**src/rtl/control_pkg.sv**
```systemverilog
// Shared encodings and the opcode/funct dispatch table for the microprogrammed
// control unit.
package control_pkg;

  localparam int unsigned ST_W = 7;

  typedef enum logic [2:0] {
    N_ENC      = 3'b000,
    N_FETCH    = 3'b001,
    N_CR       = 3'b010,
    N_INC      = 3'b011,
    N_CR_INC   = 3'b100,
    N_CR_ENC   = 3'b101,
    N_INC_HOLD = 3'b110,
    N_ENC_HOLD = 3'b111
  } n_sel_e;

  typedef enum logic [1:0] {
    S_MOC    = 2'b00,
    S_COND   = 2'b01,
    S_ZERO   = 2'b10,
    S_CONST0 = 2'b11
  } s_sel_e;

  localparam logic [ST_W-1:0] S_FETCH0  = 7'd0;
  localparam logic [ST_W-1:0] S_ILLEGAL = 7'd5;

  typedef struct packed {
    logic            hit;
    logic [ST_W-1:0] state;
  } enc_res_t;

  // funct is only meaningful for R-type (opcode 0)
  function automatic enc_res_t enc_lookup(input logic [5:0] opcode, input logic [5:0] funct);
    enc_res_t res;
    res = '{hit: 1'b1, state: S_ILLEGAL};
    case (opcode)
      6'h00: begin
        case (funct)
          6'h21:   res.state = 7'd6;
          6'h23:   res.state = 7'd7;
          default: res.hit = 1'b0;
        endcase
      end
      6'h09:   res.state = 7'd17;
      6'h23:   res.state = 7'd37;
      6'h2B:   res.state = 7'd34;
      6'h04:   res.state = 7'd31;
      6'h02:   res.state = 7'd44;
      default: res.hit = 1'b0;
    endcase
    return res;
  endfunction

endpackage

```
**src/rtl/instruction_encoder.sv**
```systemverilog
// Combinational instruction dispatch: maps {opcode, funct} to the microstore
// entry state for that instruction.
module instruction_encoder
  import control_pkg::*;
#(
  parameter int unsigned StateW       = ST_W,
  parameter int unsigned IllegalState = 5
) (
  input  logic [5:0]        opcode_i,
  input  logic [5:0]        funct_i,
  output logic [StateW-1:0] enc_o
);

  enc_res_t res;

  always_comb begin
    res   = enc_lookup(opcode_i, funct_i);
    enc_o = res.hit ? StateW'(res.state) : StateW'(IllegalState);
  end

endmodule

```
**src/rtl/micro_sequencer.sv**
```systemverilog
// Next-state engine for the microprogrammed control unit, with a watchdog that
// aborts to the illegal state when a hold (MOC wait) runs too long.
module micro_sequencer
  import control_pkg::*;
#(
  parameter int unsigned STATE_W       = 7,
  parameter int unsigned FETCH_STATE   = 0,
  parameter int unsigned ILLEGAL_STATE = 5,
  parameter int unsigned MAX_WAIT      = 15
) (
  input  logic               clk,
  input  logic               reset,
  input  logic [2:0]         n_sel,
  input  logic               inv,
  input  logic [1:0]         s_sel,
  input  logic [STATE_W-1:0] cr,
  input  logic [5:0]         opcode,
  input  logic [5:0]         funct,
  input  logic               moc,
  input  logic               cond,
  input  logic               zero,
  output logic [STATE_W-1:0] current_state,
  output logic               timeout,
  output logic [3:0]         wait_cnt
);

  localparam logic [STATE_W-1:0] FetchSt   = STATE_W'(FETCH_STATE);
  localparam logic [STATE_W-1:0] IllegalSt = STATE_W'(ILLEGAL_STATE);
  localparam logic [3:0]         MaxWait   = 4'(MAX_WAIT);

  logic [STATE_W-1:0] state_d, state_q;
  logic               timeout_d, timeout_q;
  logic [3:0]         wait_cnt_d, wait_cnt_q;
  logic [STATE_W-1:0] enc, inc;
  logic               c_raw, c, hold_sel;

  instruction_encoder #(
    .StateW      (STATE_W),
    .IllegalState(ILLEGAL_STATE)
  ) u_encoder (
    .opcode_i(opcode),
    .funct_i (funct),
    .enc_o   (enc)
  );

  always_comb begin
    unique case (s_sel_e'(s_sel))
      S_MOC:    c_raw = moc;
      S_COND:   c_raw = cond;
      S_ZERO:   c_raw = zero;
      S_CONST0: c_raw = 1'b0;
      default:  c_raw = 1'b0;
    endcase
    c = c_raw ^ inv;
  end

  assign inc = state_q + STATE_W'(1);

  always_comb begin
    state_d    = state_q;
    timeout_d  = timeout_q;
    wait_cnt_d = 4'd0;
    hold_sel   = 1'b0;
    unique case (n_sel_e'(n_sel))
      N_ENC:      state_d = enc;
      N_FETCH:    state_d = FetchSt;
      N_CR:       state_d = cr;
      N_INC:      state_d = inc;
      N_CR_INC:   state_d = c ? cr : inc;
      N_CR_ENC:   state_d = c ? cr : enc;
      N_INC_HOLD: if (c) state_d = inc; else hold_sel = 1'b1;
      N_ENC_HOLD: if (c) state_d = enc; else hold_sel = 1'b1;
      default:    state_d = state_q;
    endcase
    // A satisfied condition always wins over an expiring watchdog.
    if (hold_sel) begin
      if (wait_cnt_q == MaxWait) begin
        state_d   = IllegalSt;
        timeout_d = 1'b1;
      end else begin
        wait_cnt_d = wait_cnt_q + 4'd1;
      end
    end
  end

  always_ff @(posedge clk or negedge reset) begin
    if (!reset) begin
      state_q    <= FetchSt;
      timeout_q  <= 1'b0;
      wait_cnt_q <= 4'd0;
    end else begin
      state_q    <= state_d;
      timeout_q  <= timeout_d;
      wait_cnt_q <= wait_cnt_d;
    end
  end

  assign current_state = state_q;
  assign timeout       = timeout_q;
  assign wait_cnt      = wait_cnt_q;

endmodule

```
**config.mk**
```make
export PLATFORM = sky130hd
export DESIGN_NAME = micro_sequencer
export DESIGN_NICKNAME = d
export VERILOG_FILES = /design/src/rtl/control_pkg.sv /design/src/rtl/instruction_encoder.sv /design/src/rtl/micro_sequencer.sv
export SDC_FILE = /design/constraint.sdc
export NUM_CORES = 1
export LEC_CHECK = 0
export CELL_PAD_IN_SITES_DETAIL_PLACEMENT = 1
export CELL_PAD_IN_SITES_GLOBAL_PLACEMENT = 2
export CORE_MARGIN = 3
export CORE_UTILIZATION = 27
export DETAILED_ROUTE_END_ITERATION = 8
export HOLD_SLACK_MARGIN = 0.03
export PLACE_DENSITY = 0.93
export SLEW_MARGIN = 20
export SYNTH_ARGS = -nofsm -noshare
export SYNTH_HDL_FRONTEND = slang
export SYNTH_SLANG_ARGS = --single-unit
```
**constraint.sdc**
```tcl
create_clock -name clk -period 4.42 [get_ports clk]
set_input_delay 0.884 -clock clk [delete_from_list [all_inputs] [get_ports clk]]
set_output_delay 0.884 -clock clk [all_outputs]
set_load 0.005 [all_outputs]
```
==> metrics.txt <==
diode insertion count for antenna repair=0; Total Die Area=5532 um2; Final Total Pwr=0.4058 mW; count of different cell masters after synthesis=54; number of hold buffers added after cts=0; number of antenna violations at the first check in global routing=0; post-CTS setup-driven buffer insertion count=0; count of input and output buffers=41; TritonCTS Sinks=12; largest net degree at the start of global routing=30; routability congestion estimate from global placement=0.8087; fraction of the core area covered by cells at the end of the flow=39.41%; number of instances on the worst hold path=1; number of synthesized register bits=12; CTS clock-pin slew for the worst setup and hold paths=50 ps; worst-margin pin slew=943.6 ps; DRC violation count after routing=0; mean instance size in the synthesized netlist=7.745 um2; chip height=74.38 um; worst-case reg-to-reg path depth=6; Reg2Reg Capture Point=current_state[5]; worst setup slack for register-to-register paths=2390 ps; nets@finish=231; class of the worst hold path=flop to flop; Post-synth EDFFs=0; part of the Yosys area used for sequential elements=23.79%; minimum period implied by the final worst setup slack=3072 ps; area taken by flip-flops and latches=300.3 um2; critical path capture point type=flop; overall overflow remaining after global route=0; CTS Buffer Depth=2; Warnings, synthesis=0; post-synthesis instance area=1262 um2; most frequent cells after synthesis=nor2_1 (17), dfrtp_1 (12), nand2_1 (12); CP Data Required Time=4520 ps; worst r2r src=current_state[0]; Routed Antenna Nets=0; asr flop ratio synth=100.0%; Skew-Pair Late Insertion Delay=240 ps; via total after detailed routing=1410; number of clock buffers inserted by TritonCTS=3; total routed wirelength=4.111 mm; final setup vio count=0; total power density per cell area=231.7 nW/um2; final period utilization=69.50%; most instantiated library cell after synthesis=nor2_1; run status=finished clean; HPWL reported at the end of detailed placement=3.276 mm; first-pass GRT wire length=6.920 mm; number of maximum-capacitance constraint violations=0; post-synth top area share=23.79%; total iterations of the first detailed-routing run=5; total I/O pin count=42; initial standard-cell utilization of the core=28.41%; fin. max-slew vios=0; clock tree skew after final layout=3.634 ps; post-detailed-route via-to-cell ratio=5.640; area of the multi-input gates=902.1 um2; maximum ir drop on the vdd rail=0.09508 mV; Setup Crit Path Kind=input pin to flop; Worst Setup Start Kind=input pin; leakage power of the design=0.6914 nW; Total Negative Setup Slacks=0 ps; leading area contributor after synthesis=dfrtp_1; maximum net fanout on the critical path=15; Routed WL per cell=16.44 um; number of instances resized during post-cts repair=0; CTS tree=yes; Final Hold Fails=0; initial DRC count=84; post-synthesis to final-layout area growth=38.75%; FMAX=0.3256 GHz; Core Region=4444 um2; data arrival time of the critical path=3180 ps; root cell of the clock tree=clkbuf_8; number of global-route vias before repair=1438; worst hold path endpoint=timeout; setup repair after global routing missed its margin=no; leading post-synthesis cells by cell area=dfrtp_1 (24%), nor2_1 (5.1%), o21ai_0 (3.6%), nand2_1 (3.6%), o221ai_1 (2.8%); max-slew headroom at the worst pin=36.89%; net count after synthesis=195; Hold Path Origin=timeout; row count=24; CTS H-Tree Depth=1; overall routing resource usage=15.81%; fraction of final layout cells with drive strength greater than 1=7.576%; die span in x=74.38 um; Most used DFF post-synth=dfrtp_1; Filler cells=550; cell count after synthesis=163
[stage by stage]
stage	hold slack [ps]	cells	setup WS, ps	cell area [um2]
after floorplan	459.0	163	1946	1262
after global placement	465.2	246	1218	1697
after detailed placement	471.9	246	1103	1697
after CTS	485.4	250	1359	1752
after global routing	514.9	250	1243	1752
final	472.8	250	1348	1752
[state kept, by name, summed over array words and instances, names as in the netlist]
register       flops
wait_cnt           4
current_state      7
timeout            1
[cell families after synthesis]
logic type,after synthesis,share of synthesized area [%]
simple gates,68,28.24
compound gates,55,32.81
buf+inv,15,4.757
flops,12,23.79
xor+xnor,8,5.549
mux,3,2.874
fa+ha+maj,2,1.982
[routing by layer]
layer	vias up	track usage (%)	wire length, um
li1	694	-	-
met1	682	21.62	1950
met2	34	27.51	2005
met3	0	2.297	155
met4	0	1.186	0
met5	-	0	0
[placed cells by master (no fill, tap or decap), drive strengths merged, types with 5 or more instances in the layout]
cell,synthesis,routed
clkdlybuf4s50,0,41
nor2,17,17
nand2,13,13
dfrtp,12,12
o21ai,9,9
a21oi,7,7
nand3,6,6
inv,5,5
[how the worst max path moves through the flow]
| stage | start | end | slack (ps) | depth (start not counted) |
|---|---|---|---|---|
| 6_report | s_sel[0] | current_state[5] | 1350 | 7 |
| 5_1_grt | s_sel[0] | current_state[5] | 1240 | 7 |
| 4_1_cts | s_sel[0] | current_state[5] | 1360 | 7 |
| 3_5_place_dp | s_sel[0] | current_state[5] | 1100 | 7 |
| 3_3_place_gp | s_sel[0] | current_state[5] | 1220 | 7 |
| 2_1_floorplan | s_sel[0] | current_state[1] | 1950 | 6 |
[critical path, stage by stage]
cell	delay (ps)
clkdlybuf4s50_1	510
mux2_4	340
a211o_1	390
nand2_2	280
mux2_2	370
a221oi_1	280
o2bb2ai_1	110
[layout make-up]
type	count	area share, %
timing repair buffer	41	23.43
inverter	5	1.071
multi-input combinational	136	51.50
clock buffer	4	3.143
sequential	12	17.14
tap	52	3.714
[power breakdown]
part | internal [mW] | switching (mW)
logic | 0.0786 | 0.0711
clock network | 0.0787 | 0.0413
registers | 0.120 | 0.0158
Note: power is estimated with default switching activity, not from simulation.
